<file path="src/rtl/legv8_control_unit_pkg.sv">
// legv8_ctrl_pkg: shared types and constants for the LEGv8 multicycle control unit.
// Holds the sequencer state enum, opcode match values, ALU function codes,
// datapath select encodings and ControlWord bit offsets.
package legv8_ctrl_pkg;

  typedef enum logic [1:0] {ST_FETCH, ST_EXEC, ST_LINK, ST_HALT} state_t;

  // Opcode match values, keyed by how many top bits of the instruction they cover
  localparam logic [10:0] OP_ADD   = 11'b10001011000;
  localparam logic [10:0] OP_ADDS  = 11'b10101011000;
  localparam logic [10:0] OP_SUB   = 11'b11001011000;
  localparam logic [10:0] OP_SUBS  = 11'b11101011000;
  localparam logic [10:0] OP_AND   = 11'b10001010000;
  localparam logic [10:0] OP_ORR   = 11'b10101010000;
  localparam logic [10:0] OP_EOR   = 11'b11001010000;
  localparam logic [10:0] OP_LDUR  = 11'b11111000010;
  localparam logic [10:0] OP_STUR  = 11'b11111000000;
  localparam logic [9:0]  OP_ADDI  = 10'b1001000100;
  localparam logic [9:0]  OP_ADDIS = 10'b1011000100;
  localparam logic [9:0]  OP_SUBI  = 10'b1101000100;
  localparam logic [9:0]  OP_SUBIS = 10'b1111000100;
  localparam logic [8:0]  OP_MOVZ  = 9'b110100101;
  localparam logic [7:0]  OP_CBZ   = 8'b10110100;
  localparam logic [7:0]  OP_CBNZ  = 8'b10110101;
  localparam logic [7:0]  OP_BCOND = 8'b01010100;
  localparam logic [5:0]  OP_B     = 6'b000101;
  localparam logic [5:0]  OP_BL    = 6'b100101;

  typedef enum logic [4:0] {
    FS_AND   = 5'b00000,
    FS_ORR   = 5'b00100,
    FS_ADD   = 5'b01000,
    FS_SUB   = 5'b01001,
    FS_EOR   = 5'b01100,
    FS_PASSB = 5'b10100
  } fs_t;

  typedef enum logic       {AS_ALU = 1'b0, AS_PC = 1'b1} as_t;
  typedef enum logic [1:0] {DS_ALU = 2'b00, DS_B = 2'b01, DS_PC = 2'b10, DS_MEM = 2'b11} ds_t;
  typedef enum logic [1:0] {PS_HOLD = 2'b00, PS_INC4 = 2'b01, PS_OFFSET = 2'b10, PS_ALU = 2'b11} ps_t;

  // ControlWord layout (LSB offsets)
  localparam int CW_SB    = 0;
  localparam int CW_SA    = 5;
  localparam int CW_DA    = 10;
  localparam int CW_RW    = 15;
  localparam int CW_MW    = 16;
  localparam int CW_SIZE  = 17;
  localparam int CW_C0    = 19;
  localparam int CW_FS    = 20;
  localparam int CW_SL    = 25;
  localparam int CW_IL    = 26;
  localparam int CW_BSEL  = 27;
  localparam int CW_PCSEL = 28;
  localparam int CW_PS    = 29;
  localparam int CW_DS    = 31;
  localparam int CW_AS    = 33;

  // PC-relative offset: the PC was already advanced by 4 in FETCH, so take 4 back off.
  function automatic logic [63:0] pc_rel(input logic [63:0] sext_imm);
    return (sext_imm << 2) - 64'd4;
  endfunction

endpackage

</file>
<file path="src/rtl/legv8_control_unit_cond_eval.sv">
// legv8_cond_eval: combinational B.cond evaluator.
// Ports: cond[3:0] condition field, flags[3:0] = {V,C,N,Z}, taken = branch condition holds.
// Codes 1110 (AL) and 1111 both evaluate as always-taken.
module legv8_cond_eval (
  input  logic [3:0] cond,
  input  logic [3:0] flags,
  output logic       taken
);

  logic v, c, n, z;
  assign {v, c, n, z} = flags;

  always_comb begin
    case (cond)
      4'h0:    taken = z;                // EQ
      4'h1:    taken = ~z;               // NE
      4'h2:    taken = c;                // HS
      4'h3:    taken = ~c;               // LO
      4'h4:    taken = n;                // MI
      4'h5:    taken = ~n;               // PL
      4'h6:    taken = v;                // VS
      4'h7:    taken = ~v;               // VC
      4'h8:    taken = c & ~z;           // HI
      4'h9:    taken = ~c | z;           // LS
      4'hA:    taken = ~(n ^ v);         // GE
      4'hB:    taken = n ^ v;            // LT
      4'hC:    taken = ~z & ~(n ^ v);    // GT
      4'hD:    taken = z | (n ^ v);      // LE
      default: taken = 1'b1;             // AL
    endcase
  end

endmodule

</file>
<file path="src/rtl/legv8_control_unit.sv">
// legv8_control_unit: multicycle FETCH/EXEC(/LINK) sequencer for the LEGv8 datapath.
// Ports: clock/reset (async, active-high), IR_out instruction, status {V,C,N,Z,liveZ};
// outputs ControlWord (combinational from state/IR/status), constant, halted, retired count.
module legv8_control_unit
  import legv8_ctrl_pkg::*;
#(
  parameter logic [4:0] LINK_REG      = 5'd30,
  parameter logic [4:0] ZERO_REG      = 5'd31,
  parameter bit         HALT_ON_UNDEF = 1'b1
) (
  input  logic        clock,
  input  logic        reset,
  input  logic [31:0] IR_out,
  input  logic [4:0]  status,
  output logic [33:0] ControlWord,
  output logic [63:0] constant,
  output logic        halted,
  output logic [31:0] retired
);

  state_t      state, nxt;
  logic        retire;
  logic [33:0] cw;
  logic [63:0] k;
  logic        taken;
  logic        is_r, is_i, s_form;
  fs_t         r_fs;

  logic [10:0] op11;
  logic [9:0]  op10;
  logic [8:0]  op9;
  logic [7:0]  op8;
  logic [5:0]  op6;
  logic [4:0]  rd, rn, rm;
  logic [63:0] imm12, imm9, imm16, off19, off26;

  assign op11  = IR_out[31:21];
  assign op10  = IR_out[31:22];
  assign op9   = IR_out[31:23];
  assign op8   = IR_out[31:24];
  assign op6   = IR_out[31:26];
  assign rd    = IR_out[4:0];
  assign rn    = IR_out[9:5];
  assign rm    = IR_out[20:16];
  assign imm12 = {52'd0, IR_out[21:10]};
  assign imm9  = {{55{IR_out[20]}}, IR_out[20:12]};
  assign imm16 = {48'd0, IR_out[20:5]} << {IR_out[22:21], 4'b0000};
  assign off19 = pc_rel({{45{IR_out[23]}}, IR_out[23:5]});
  assign off26 = pc_rel({{38{IR_out[25]}}, IR_out[25:0]});

  assign is_i   = (op10 == OP_ADDI) || (op10 == OP_ADDIS) || (op10 == OP_SUBI) || (op10 == OP_SUBIS);
  assign s_form = (op11 == OP_ADDS) || (op11 == OP_SUBS) || (op10 == OP_ADDIS) || (op10 == OP_SUBIS);

  legv8_cond_eval u_cond (
    .cond  (IR_out[3:0]),
    .flags (status[4:1]),
    .taken (taken)
  );

  always_comb begin
    is_r = 1'b1;
    r_fs = FS_ADD;
    case (op11)
      OP_ADD, OP_ADDS: r_fs = FS_ADD;
      OP_SUB, OP_SUBS: r_fs = FS_SUB;
      OP_AND:          r_fs = FS_AND;
      OP_ORR:          r_fs = FS_ORR;
      OP_EOR:          r_fs = FS_EOR;
      default:         is_r = 1'b0;
    endcase
  end

  always_comb begin
    cw     = '0;
    k      = '0;
    nxt    = state;
    retire = 1'b0;
    cw[CW_PCSEL]   = 1'b0;  // PS alone steers the PC source
    cw[CW_DA +: 5] = ZERO_REG;
    cw[CW_SA +: 5] = ZERO_REG;
    cw[CW_SB +: 5] = ZERO_REG;
    case (state)
      ST_FETCH: begin
        cw[CW_AS]        = AS_PC;
        cw[CW_DS +: 2]   = DS_MEM;
        cw[CW_IL]        = 1'b1;
        cw[CW_PS +: 2]   = PS_INC4;
        cw[CW_SIZE +: 2] = 2'b10;
        nxt              = ST_EXEC;
      end
      ST_EXEC: begin
        nxt    = ST_FETCH;
        retire = 1'b1;
        if (is_r) begin
          cw[CW_SA +: 5] = rn;
          cw[CW_SB +: 5] = rm;
          cw[CW_DA +: 5] = rd;
          cw[CW_RW]      = 1'b1;
          cw[CW_FS +: 5] = r_fs;
          cw[CW_C0]      = (r_fs == FS_SUB);
          cw[CW_SL]      = s_form;
        end else if (is_i) begin
          cw[CW_SA +: 5] = rn;
          cw[CW_DA +: 5] = rd;
          cw[CW_BSEL]    = 1'b1;
          cw[CW_RW]      = 1'b1;
          cw[CW_FS +: 5] = IR_out[30] ? FS_SUB : FS_ADD;
          cw[CW_C0]      = IR_out[30];
          cw[CW_SL]      = s_form;
          k              = imm12;
        end else if ((op11 == OP_LDUR) || (op11 == OP_STUR)) begin
          cw[CW_AS]        = AS_ALU;
          cw[CW_FS +: 5]   = FS_ADD;
          cw[CW_BSEL]      = 1'b1;
          cw[CW_SA +: 5]   = rn;
          cw[CW_SIZE +: 2] = 2'b11;
          k                = imm9;
          if (op11 == OP_LDUR) begin
            cw[CW_DS +: 2] = DS_MEM;
            cw[CW_DA +: 5] = rd;
            cw[CW_RW]      = 1'b1;
          end else begin
            cw[CW_DS +: 2] = DS_B;
            cw[CW_SB +: 5] = rd;
            cw[CW_MW]      = 1'b1;
          end
        end else if (op9 == OP_MOVZ) begin
          cw[CW_FS +: 5] = FS_PASSB;
          cw[CW_BSEL]    = 1'b1;
          cw[CW_DA +: 5] = rd;
          cw[CW_RW]      = 1'b1;
          k              = imm16;
        end else if (op6 == OP_B) begin
          cw[CW_PS +: 2] = PS_OFFSET;
          k              = off26;
        end else if (op6 == OP_BL) begin
          // Capture the already-advanced PC as the link value; branch happens in LINK.
          cw[CW_DS +: 2] = DS_PC;
          cw[CW_DA +: 5] = LINK_REG;
          cw[CW_RW]      = 1'b1;
          nxt            = ST_LINK;
          retire         = 1'b0;
        end else if ((op8 == OP_CBZ) || (op8 == OP_CBNZ)) begin
          // Rt passes through the ALU so status[0] reflects Rt == 0 in this same cycle.
          cw[CW_SB +: 5] = rd;
          cw[CW_FS +: 5] = FS_PASSB;
          k              = off19;
          if (status[0] == (op8 == OP_CBZ)) cw[CW_PS +: 2] = PS_OFFSET;
        end else if (op8 == OP_BCOND) begin
          k = off19;
          if (taken) cw[CW_PS +: 2] = PS_OFFSET;
        end else if (HALT_ON_UNDEF) begin
          nxt    = ST_HALT;
          retire = 1'b0;
        end
      end
      ST_LINK: begin
        cw[CW_PS +: 2] = PS_OFFSET;
        k              = off26;
        nxt            = ST_FETCH;
        retire         = 1'b1;
      end
      ST_HALT: nxt = ST_HALT;
    endcase
    // XZR is never a real destination
    if (cw[CW_DA +: 5] == ZERO_REG) cw[CW_RW] = 1'b0;
  end

  assign ControlWord = cw;
  assign constant    = k;

  always_ff @(posedge clock or posedge reset) begin
    if (reset) begin
      state   <= ST_FETCH;
      retired <= '0;
      halted  <= 1'b0;
    end else begin
      state  <= nxt;
      halted <= (nxt == ST_HALT);
      if (retire) retired <= retired + 32'd1;
    end
  end

endmodule

</file>
<file path="config.mk">
export PLATFORM = sky130hd
export DESIGN_NAME = legv8_control_unit
export DESIGN_NICKNAME = d
export VERILOG_FILES = /design/src/rtl/legv8_control_unit_pkg.sv /design/src/rtl/legv8_control_unit_cond_eval.sv /design/src/rtl/legv8_control_unit.sv
export SDC_FILE = /design/constraint.sdc
export NUM_CORES = 1
export LEC_CHECK = 0
export ABC_CLOCK_PERIOD_IN_PS = 2250
export BUFFER_PORTS_ARGS = -buffer_cell sky130_fd_sc_hd__buf_4
export CAP_MARGIN = 10
export CORE_ASPECT_RATIO = 1.4
export CORE_MARGIN = 3
export CORE_UTILIZATION = 33
export CTS_BUF_LIST = sky130_fd_sc_hd__clkbuf_16
export CTS_CLUSTER_DIAMETER = 50
export DETAILED_ROUTE_END_ITERATION = 16
export PLACE_DENSITY = 0.65
export REMOVE_ABC_BUFFERS = 1
export SYNTH_ARGS = -nofsm -noshare
export SYNTH_HDL_FRONTEND = slang
export SYNTH_SLANG_ARGS = --single-unit
export TNS_END_PERCENT = 10
</file>
<file path="constraint.sdc">
create_clock -name clock -period 2.25 [get_ports clock]
set_clock_uncertainty 0.1 [all_clocks]
set_input_delay 0.1125 -clock clock [delete_from_list [all_inputs] [get_ports clock]]
set_output_delay 0.1125 -clock clock [all_outputs]
set_load 0.05 [all_outputs]
</file>
# After elaboration in Yosys (flattened, before gate mapping)
# Index checks and enable logic that the tools add are counted.
# op_classes
n_reduce_logical	12
eq_ne	39
shifts	1
mux	85
add_sub_neg	3
bitwise	10
# op_table
operator	count
64-bit two-way mux	8
64-bit one-hot mux with 2 select lines	1
11-bit equality test, second input constant	9
5-bit two-way mux	14
16-bit by 6-bit << shifter with 64-bit output	1
10-bit equality test, second input constant	4
2-bit two-way mux	19
32-bit by 1-bit adder with 32-bit output, second input constant	1
6-bit two-way mux	5
28-bit by 4-bit subtractor with 29-bit output, second input constant	1
4-bit equality test, second input constant	6
21-bit by 4-bit subtractor with 22-bit output, second input constant	1
1-bit two-way mux	20
17-bit two-way mux	1
4-bit by 3-bit equality test with 1-bit output, second input constant	4
8-bit equality test, second input constant	2
16-bit two-way mux	1
4-bit one-hot mux with 4 select lines	1
7-bit two-way mux	2
1-bit one-hot mux with 14 select lines	1
4-bit two-way mux	3
11-bit two-way mux	1
9-bit equality test, second input constant	1
3-bit two-way mux	3
other kinds (24)	40
# totals
out_inout_bits	131
regBits	35
word_cells	153
inputBits	39

# Depth between registers and ports, before layout
# Gate-level depths: netlist of run 1.
# depth
word_depth	14
ltp_mapped	9
depth_no_buf	7

# Cells and area by module
# A second synthesis of run 1 with hierarchy kept.
# unflattened
hier_cells	659
area_unflattened_um2	4657.0
# modules_own_cells
module	cells_per_inst	area_per_inst_um2	n_inst	seq_area_each_um2
legv8_control_unit	636	4491.8	1	875.8
legv8_cond_eval	23	165.2	1	0.0

# Worst setup path before layout of run 1
# OpenSTA, ideal clock, no wires.
# synth_timing
kind	input -> output
from	input port IR_out[23]
to	output port ControlWord[16]
cell_stages	6
n_path_buf	3
required_ns	2.037
arrival_time_ns	3.067
path_slack_ns	-1.030
path_cell_list	or3b_2 buf_2 or3_1 clkbuf_1 clkbuf_1 nor4_1
# synth_via
elab_chain_len	7
word_cells_on_any_way	24
# synth_lines
element	line_no	text
from (decl)	legv8_control_unit.sv:13	input logic [31:0] IR_out,
parallel branches: the longest is 5 deep, another holds 11-bit equality test	--	
3-bit two-way mux *	legv8_control_unit.sv:94	if (is_r) begin
17-bit two-way mux *	legv8_control_unit.sv:82	case (state)
to (decl)	legv8_control_unit.sv:15	output logic [33:0] ControlWord,
# Mark *: on every way between the ends.

# Worst setup path after layout of run 1
# layout_timing
from	register state[1]
to	output port constant[44]
# layout_via
elab_chain_len	2
word_cells_on_any_way	3
# layout_lines
element	line_no	text
from (decl)	legv8_control_unit.sv:21	state_t state, nxt;
from (signal assigned)	legv8_control_unit.sv:178	state <= nxt;
2-bit equality test or 2-bit by 1-bit equality test with 1-bit output (tied branches)	legv8_control_unit.sv:82	
64-bit one-hot mux with 2 select lines *	legv8_control_unit.sv:82	
to (decl)	legv8_control_unit.sv:16	output logic [63:0] constant,
# Every way passes the cells marked *; elsewhere a longest branch is shown, timed or not.

==> impl_metrics.toml, run 1 <==
[run_status]
outcome = "finished, violations left"
violations = "setup timing"

[power_and_ir_drop]
power.internal_mw = 2.88
pwr-share-comb = 0.772
p_sw_frac = 0.535
seqPwrFrac = 0.125
switchingPower_mw = 3.32
p_total_mw = 6.20
clkPwrFrac = 0.103
ir_worst_vdd_uv = 662
p_per_area_nw_per_um2 = 716
p_leak_nw = 3.41

[final_layout]
layout-drive-gt1-share = 0.492
syn_to_final_growth_pct = 69.3
fin_area_um2 = 8660
fin_nets = 1027
antenna_cells = 0
fin_util = 0.573
fin_cells = 1170

[clocking]
cts_tree = "yes"
cts_max_level = 2
cts_made_buffers = 5
clk_pin_slew_worst_paths_ns = 0.05
cts.sinks = 35
cts_root_buf = "clkbuf_16"
cts_buffer_depth = 2
clkLatencyLatePin_ns = 0.28

[place]
dpl_cell_area_um2 = 7750
placedCellCount = 1155
place_congestion = 0.985
portBuffers = 167
hpwlAfterDp_um = 17800

[floorplanning]
rows = 53
die_area_um2 = 17000
start_util = 0.338
ios = 170
core_area_um2 = 15100
die_w_um = 111
dieHeight_um = 153

[drt]
antenna_left = 0
vias_per_cell = 5.92
avgRoutedWirePerCell_um = 20.1
totalWireLength_um = 23500
drc_errors = 0
dr.pass1.iters = 5
dr.first_iter.drc_count = 462
vias = 6926

[critical_path]
worstSetupPathType = "flop to output pin"
crit_fanout = 7
endpoint_kind = "output pin"
cp_cell_sequence = "inv_2, ha_2, and2_4, o41ai_4, a211oi_4, buf_6, o21ai_0, o221ai_1, buf_4"
crit_required_ns = 2.04
cp.arrival_ns = 2.28
cp_top_family = "compound AO/OA/AOI/OAI gates"
slowest_stage = "dfrtp_1"
crit_buf_inv = 3
max_stage_delay_ns = 0.38
start_kind = "flop"

[global_route]
overflow = 0
grt_pass1_vias = 6786
track_usage = 0.254
grt_max_degree = 37
grt_pass1_wl_um = 35800
antenna_found_initial = 0

[sta]
hold_ws_ns = 0.396
worstMarginPinSlew_ns = 0.553
fmaxAchievable_mhz = 401
fin_crit_sh = 1.11
finalMaxSlewViolations = 0
rsz0062_at_grt = "true"
hold_violations = 0
relSlewSlack = 0.630
finalWorstSetupSlack_ns = -0.244
finalSetupViolCount = 63
fin_crit_ns = 2.49

[synth]
avgSynthCellArea_um2 = 7.39
synthFlopType = "dfrtp_1"
yosys-top-cells-area = "dfrtp_1, xor2_1, o211ai_1, xnor2_1, nand3_1"
synth-simple-area-share = 0.322
synth_fa_ha_area_frac = 0.0269
synth_top_area_share = 0.171
synthXorXnorAreaFrac = 0.113
ys_seq_area_frac = 0.171
synthCells = 692
synthDistinctLibCells = 81
yosys.area.top_type = "dfrtp_1"
syn_area_um2 = 5110
synth_mux_area_frac = 0.0120
synth-seq-cells = 35
synth_top_family_by_area = "simple AND/OR/NAND/NOR gates"
synth_compound_area_frac = 0.264
async_flop_share = 1.00
synth_warnings = 0
synth_edf_count = 0

[flow_run]
maxCapViolCount = 0

[hold_path]
hold_path_class = "input pin to asynchronous set/reset pin"
## worst min-delay path: stages
cell and delay (ns):
dlygate4sd3_1 0.54, buf_4 0.13, inv_1 0.04, buf_4 0.39
## layer usage
layer  track usage  vias up  share of wire
li1              -     3181              -
met1         0.278     3309           0.36
met2         0.456      355           0.51
met3        0.0479       81          0.079
met4         0.140        0          0.057
met5             0        -              0
## power by group through the flow
stage | clock network [mW] | registers [mW] | logic [mW]
after global routing | 0.676 | 0.783 | 5.02
after global placement | 0 | 0.776 | 4.07
final | 0.642 | 0.772 | 4.79
after CTS | 0.653 | 0.773 | 4.49
after floorplan | 0 | 0.955 | 2.15
after detailed placement | 0 | 0.780 | 4.09
## layout by cell type (no fill, tap or decap), types with 6 or more instances in the layout
| cell type | instances |
|---|---|
| xnor2_1 | 30 |
| a21oi_1 | 12 |
| inv_1 | 17 |
| o22ai_2 | 10 |
| nor4_1 | 13 |
| nand3_1 | 47 |
| buf_12 | 11 |
| nor3b_1 | 6 |
| o21ai_0 | 13 |
| buf_6 | 37 |
| nor2_1 | 37 |
| or2_2 | 16 |
| o211ai_1 | 39 |
| nand2b_1 | 7 |
| ha_1 | 8 |
| dfrtp_1 | 35 |
| nor4_2 | 15 |
| nor3_1 | 24 |
| a221oi_1 | 12 |
| clkbuf_16 | 6 |
| o22ai_1 | 16 |
| buf_4 | 307 |
| nand2_1 | 39 |
| xor2_1 | 36 |
| or3_1 | 6 |
| nand4_1 | 18 |
| o21ai_2 | 6 |
## path summary, 6_finish.rpt
kind / from / end / slack, ns / depth (start not counted)
setup / recovery: state[1]$_DFF_PP0_ / constant[44] / -0.24 / 9
hold / removal: reset / retired[19]$_DFFE_PP0P_ / 0.40 / 4
setup reg to reg: state[1]$_DFF_PP0_ / retired[15]$_DFFE_PP0P_ / 0.01 / 10
hold reg to reg: retired[29]$_DFFE_PP0P_ / retired[29]$_DFFE_PP0P_ / 0.40 / 1
max in group asynchronous: reset / retired[11]$_DFFE_PP0P_ / 1.33 / 4
min in group clock: retired[29]$_DFFE_PP0P_ / retired[29]$_DFFE_PP0P_ / 0.40 / 1
## registers in the layout, indices dropped and copies added, names as in the netlist
| register | count |
|---|---|
| state | 2 |
| retired | 32 |
| halted | 1 |
## synthesized netlist by cell type (11+ instances only)
master / instances
a21oi_1: 13
a221oi_1: 13
buf_2: 17
clkbuf_1: 47
dfrtp_1: 35
ha_1: 11
inv_1: 21
nand2_1: 41
nand3_1: 50
nand4_1: 18
nor2_1: 40
nor3_1: 28
nor4_1: 31
o211ai_1: 39
o21ai_0: 17
o22ai_1: 26
or2_2: 17
xnor2_1: 30
xor2_1: 36
## timing repair
| action | in CTS | in global routing |
|---|---|---|
| setup buffers | 5 | 1 |
| setup endpoints to repair | 93 | 108 |
| hold buffers | 1 | 0 |
| cloned | 0 | 1 |
| gates resized for setup | 89 | 55 |
| hold endpoints to repair | 35 | 0 |
| pin swaps | 16 | 8 |
## logic make-up after synthesis
group | after synthesis
mux | 6
compound gates | 178
xor+xnor | 66
simple gates | 293
buf+inv | 102
fa+ha+maj | 11
flops | 35
other cells | 1
## stage by stage
step	setup slack, ns	setup TNS (ns)
finish	-0.244	-11.62
CTS	-0.240	-11.22
global route	-0.380	-18.99
global placement	-0.415	-21.50
floorplan	-2.14	-169.04
detailed placement	-0.374	-22.98
## final cells by class
type | count | area, um2
fill | 1411 | 6460
multi-input combinational | 556 | 4350
timing repair buffer | 357 | 2980
sequential | 35 | 876
tap | 192 | 240
clock buffer | 5 | 125
inverter | 22 | 82.6
clock inverter | 3 | 11.3
Note: power is estimated with default switching activity, not from simulation.
==> run 2, diff against run 1 <==
- ABC_CLOCK_PERIOD_IN_PS: 2250 -> 3050
- CORE_MARGIN: 3 -> 8
- HOLD_SLACK_MARGIN: default -> 0.1
- PLACE_DENSITY: 0.65 -> 0.63
- clock period: 2.25 -> 3.05 ns (I/O delays scaled with it)
==> impl_metrics.toml, run 2 (same netlist as run 1, synthesis figures left out) <==
[final_layout]
syn_to_final_growth_pct = 34.1
reg_top3 = "retired: 32 flops, state: 2 flops, halted: 1 flops"
largest_reg_flops = 32
fin_nets = 886
fin_area_um2 = 6860
layout-drive-gt1-share = 0.315
final_common_cell = "buf_4"
antenna_cells = 0
regMostFlops = "retired"
layout_common_cells = "buf_4, nand3_1, nand2_1, nor2_1, o211ai_1"

[sta]
fin_crit_ns = 2.90
finalSetupViolCount = 0
rsz0062_at_grt = "false"
worstMarginPinSlew_ns = 0.826
fin_crit_sh = 0.952
fmaxAchievable_mhz = 344
relSlewSlack = 0.446
hold_violations = 0
hold_ws_ns = 0.382
finalMaxSlewViolations = 0

[clocking]
cts_tree = "yes"
cts.sinks = 35
post-cts-setup-buffer-count = 0
cts_max_level = 2
cts_buffer_depth = 2
clkLatencyLatePin_ns = 0.29
cts_root_buf = "clkbuf_16"
clk_pin_slew_worst_paths_ns = 0.06
cts_made_buffers = 5

[critical_path]
start_kind = "flop"
max_stage_delay_ns = 0.40
crit_required_ns = 2.80
slowest_stage = "dfrtp_1"
cp_cell_sequence = "inv_1, ha_1, and2_1, o41ai_4, a211oi_4, buf_8, o21ai_0, o221ai_1, buf_4"
cp.arrival_ns = 2.65
crit_fanout = 38
worstSetupPathType = "flop to output pin"
endpoint_kind = "output pin"

[place]
hpwlAfterDp_um = 17300
portBuffers = 167
dpl_cell_area_um2 = 6630
place_congestion = 0.973

[drt]
antenna_left = 0
avgRoutedWirePerCell_um = 21.5
dr.pass1.iters = 5
vias_per_cell = 5.99
totalWireLength_um = 22200
vias = 6184
drc_errors = 0
dr.first_iter.drc_count = 343

[floorplanning]
rows = 54
start_util = 0.332
die_area_um2 = 19800
ios = 170
dieHeight_um = 163
core_area_um2 = 15400
die_w_um = 121

[global_route]
grt_pass1_wl_um = 34500
grt_max_degree = 39
antenna_found_initial = 0
track_usage = 0.217
grt_pass1_vias = 6255
overflow = 0

[power_and_ir_drop]
p_per_area_nw_per_um2 = 577
ir_worst_vdd_uv = 517
p_leak_nw = 2.58

[run_status]
outcome = "complete, no violations"

[hold_path]
hold_path_class = "flop to flop"

[flow_run]
maxCapViolCount = 0
[run 2: timing repair]
| action | 4_1_cts | 5_1_grt |
|---|---|---|
| hold buffers | 1 | 0 |
| endpoints found under the setup margin | 1 | 28 |
| hold endpoints to repair | 35 | 0 |
| resized for setup | 1 | 4 |
[run 2: layer usage]
| layer | GRT usage | share of wire |
|---|---|---|
| met1 | 0.237 | 0.37 |
| met2 | 0.371 | 0.48 |
| met3 | 0.0543 | 0.097 |
| met4 | 0.131 | 0.050 |
| met5 | 0 | 0 |
[run 2: layout make-up]
type	instances	area [um2]
tap	196	245
sequential	35	876
timing repair buffer	216	1640
clock inverter	3	67.6
multi-input combinational	556	3820
clock buffer	5	125
inverter	22	82.6
fill	1644	8550
[run 2: critical path: cells and delay by family (launching register included)]
kind,cells,cell delay (ns)
buf+inv,3,0.61
simple gates,1,0.20
fa+ha+maj,1,0.34
compound gates,4,0.80
flops,1,0.40
[run 2: final timing paths]
kind	from	end	slack (ns)	cells after the start
worst min register to register	retired[31]$_DFFE_PP0P_	retired[31]$_DFFE_PP0P_	0.38	1
worst max-delay path	state[1]$_DFF_PP0_	constant[44]	0.15	9
worst max register to register	state[1]$_DFF_PP0_	retired[19]$_DFFE_PP0P_	0.51	7
max in group asynchronous	reset	retired[26]$_DFFE_PP0P_	2.10	4
min in group asynchronous	reset	retired[18]$_DFFE_PP0P_	0.43	4
worst min-delay path	retired[31]$_DFFE_PP0P_	retired[31]$_DFFE_PP0P_	0.38	1
[run 2: power by group]
part	internal, mW	switching, mW
logic	0.788	1.92
registers	0.517	0.0670
clock network	0.468	0.200
total	1.77	2.18
[run 2: per-stage QoR]
| stage | TNS (ns) | setup slack (ns) | power (mW) | utilization | cells |
|---|---|---|---|---|---|
| floorplan | -91.68 | -1.34 | 2.29 | - | 613 |
| finish | 0 | 0.146 | 3.96 | 0.445 | 1033 |
| global placement | 0 | 0.250 | 3.25 | 0.431 | 1024 |
| global route | 0 | 0.0287 | 4.15 | 0.445 | 1033 |
| detailed placement | 0 | 0.218 | 3.26 | 0.431 | 1024 |
| CTS | 0 | 0.0796 | 3.95 | 0.444 | 1033 |
==> run 3, diff against run 2 <==
--- a/constraint.sdc
+++ b/constraint.sdc
@@ -4,2 +4,2 @@
 set_output_delay 0.1525 -clock clock [all_outputs]
-set_load 0.05 [all_outputs]
+set_load 0.1 [all_outputs]
==> impl_metrics.toml, run 3 (same netlist as run 1, synthesis figures left out) <==
[floorplanning]
rows = 54
die_w_um = 121
start_util = 0.332
core_area_um2 = 15400
die_area_um2 = 19800
ios = 170
dieHeight_um = 163

[clocking]
cts_max_level = 2
clk_pin_slew_worst_paths_ns = 0.05
cts_tree = "yes"
cts_root_buf = "clkbuf_16"
post-cts-setup-buffer-count = 0
cts_made_buffers = 5
cts.sinks = 35
clkLatencyLatePin_ns = 0.28
cts_buffer_depth = 2

[sta]
relSlewSlack = 0.483
hold_violations = 0
fin_crit_ns = 2.97
finalMaxSlewViolations = 0
fin_crit_sh = 0.974
fmaxAchievable_mhz = 337
worstMarginPinSlew_ns = 0.771
rsz0062_at_grt = "true"
finalSetupViolCount = 0
hold_ws_ns = 0.383

[run_status]
outcome = "complete, no violations"

[final_layout]
layout-drive-gt1-share = 0.320
fill_cells = 1641
regMostFlops = "retired"
fin_nets = 894
reg_top3 = "retired: 32 flops, state: 2 flops, halted: 1 flops"
syn_to_final_growth_pct = 35.1
fin_area_um2 = 6910
final_common_cell = "buf_4"
layout_common_cells = "buf_4, nand3_1, nand2_1, nor2_1, o211ai_1"
antenna_cells = 0
largest_reg_flops = 32

[global_route]
overflow = 0
grt_max_degree = 38
track_usage = 0.211
antenna_found_initial = 0
grt_pass1_wl_um = 33600
grt_pass1_vias = 6295

[drt]
dr.first_iter.drc_count = 358
totalWireLength_um = 21800
drc_errors = 0
antenna_left = 0
avgRoutedWirePerCell_um = 20.9
vias_per_cell = 5.91
dr.pass1.iters = 5
vias = 6153

[critical_path]
r2r-start = "state[1]$_DFF_PP0_"
start_kind = "flop"
reg2reg_to = "retired[23]$_DFFE_PP0P_"
crit_required_ns = 2.80
worstSetupPathType = "flop to output pin"
crit_fanout = 5
slowest_stage = "dfrtp_1"
rr_worst_depth = 7
cp_cell_sequence = "inv_1, ha_1, and2_1, o41ai_4, a211oi_4, nand3_1, a21oi_1, buf_4"
reg2reg_slack_ns = 0.48
endpoint_kind = "output pin"
cp.arrival_ns = 2.72
max_stage_delay_ns = 0.40

[power_and_ir_drop]
ir_worst_vdd_uv = 918
p_leak_nw = 2.61
p_per_area_nw_per_um2 = 694

[hold_path]
hp-start = "retired[31]$_DFFE_PP0P_"
whs_path_depth = 1
hold_path_class = "flop to flop"
worstHoldEndpoint = "retired[31]$_DFFE_PP0P_"

[flow_run]
maxCapViolCount = 0

[place]
portBuffers = 167
place_congestion = 0.975
hpwlAfterDp_um = 17200
dpl_cell_area_um2 = 6690
[run 3: cell types whose count changed in the layout (fill, tap and decap cells not counted), sizes merged]
| cell | change |
|---|---|
| clkinv | +2 |
| buf | +8 |
| clkinvlp | -1 |
| bufinv | -1 |
[run 3: per-stage QoR]
| step | utilization | TNS [ns] | instances | power [mW] | worst slack (ns) |
|---|---|---|---|---|---|
| final | 0.449 | 0 | 1041 | 4.79 | 0.0801 |
| after global routing | 0.449 | -0.0280 | 1041 | 5.00 | -0.0244 |
| after CTS | 0.446 | 0 | 1041 | 4.78 | 0.0530 |
| after detailed placement | 0.435 | 0 | 1032 | 4.19 | 0.110 |
| after global placement | 0.435 | 0 | 1032 | 4.19 | 0.134 |
| after floorplan | - | -138.61 | 613 | 3.22 | -2.23 |
[run 3: where the power goes]
group | total [mW] | switching (mW) | internal, mW
Sequential | 0.582 | 0.0649 | 0.517
Combinational | 3.65 | 2.84 | 0.808
Clock | 0.565 | 0.184 | 0.380
Total | 4.79 | 3.09 | 1.71
[run 3: layout make-up]
| type | count | area, um2 | area share |
|---|---|---|---|
| clock buffers | 5 | 125 | 0.0181 |
| clock inverters | 3 | 38.8 | 0.00561 |
| inverters | 22 | 82.6 | 0.0120 |
| multi-input cells | 556 | 3810 | 0.552 |
| flip-flops and latches | 35 | 876 | 0.127 |
| well taps | 196 | 245 | 0.0355 |
| repair buffers | 224 | 1730 | 0.250 |
[run 3: worst max-delay path: cells and delay by family (launching register included)]
kind	cells	cell delay (ns)
adders and majority gates	1	0.34
AOI/OAI and AO/OA	3	0.79
buffers and inverters	2	0.43
DFF	1	0.40
and+or+nand+nor	2	0.46
[run 3: what timing repair did]
item,in CTS,in global routing
endpoints found under the setup margin,1,41
hold buffers,1,0
hold endpoints to repair,35,0
gates resized for setup,1,11
pin swaps,0,1
[run 3: worst max path at each step]
stage / startpoint / to / slack [ns] / cells past startpoint
final: state[1]$_DFF_PP0_ / constant[25] / 0.08 / 8
after global routing: state[1]$_DFF_PP0_ / constant[26] / -0.02 / 8
after CTS: state[1]$_DFF_PP0_ / constant[13] / 0.05 / 9
after detailed placement: IR_out[5] / constant[17] / 0.11 / 9
after global placement: IR_out[5] / constant[17] / 0.13 / 9
after floorplan: state[1]$_DFF_PP0_ / constant[24] / -2.23 / 7
[run 3: per-layer routing]
layer	global-route usage	vias up	part of all wire
met4	0.134	0	0.057
met1	0.222	2853	0.37
met2	0.362	311	0.48
met5	0	-	0
met3	0.0605	77	0.095
li1	-	2912	-
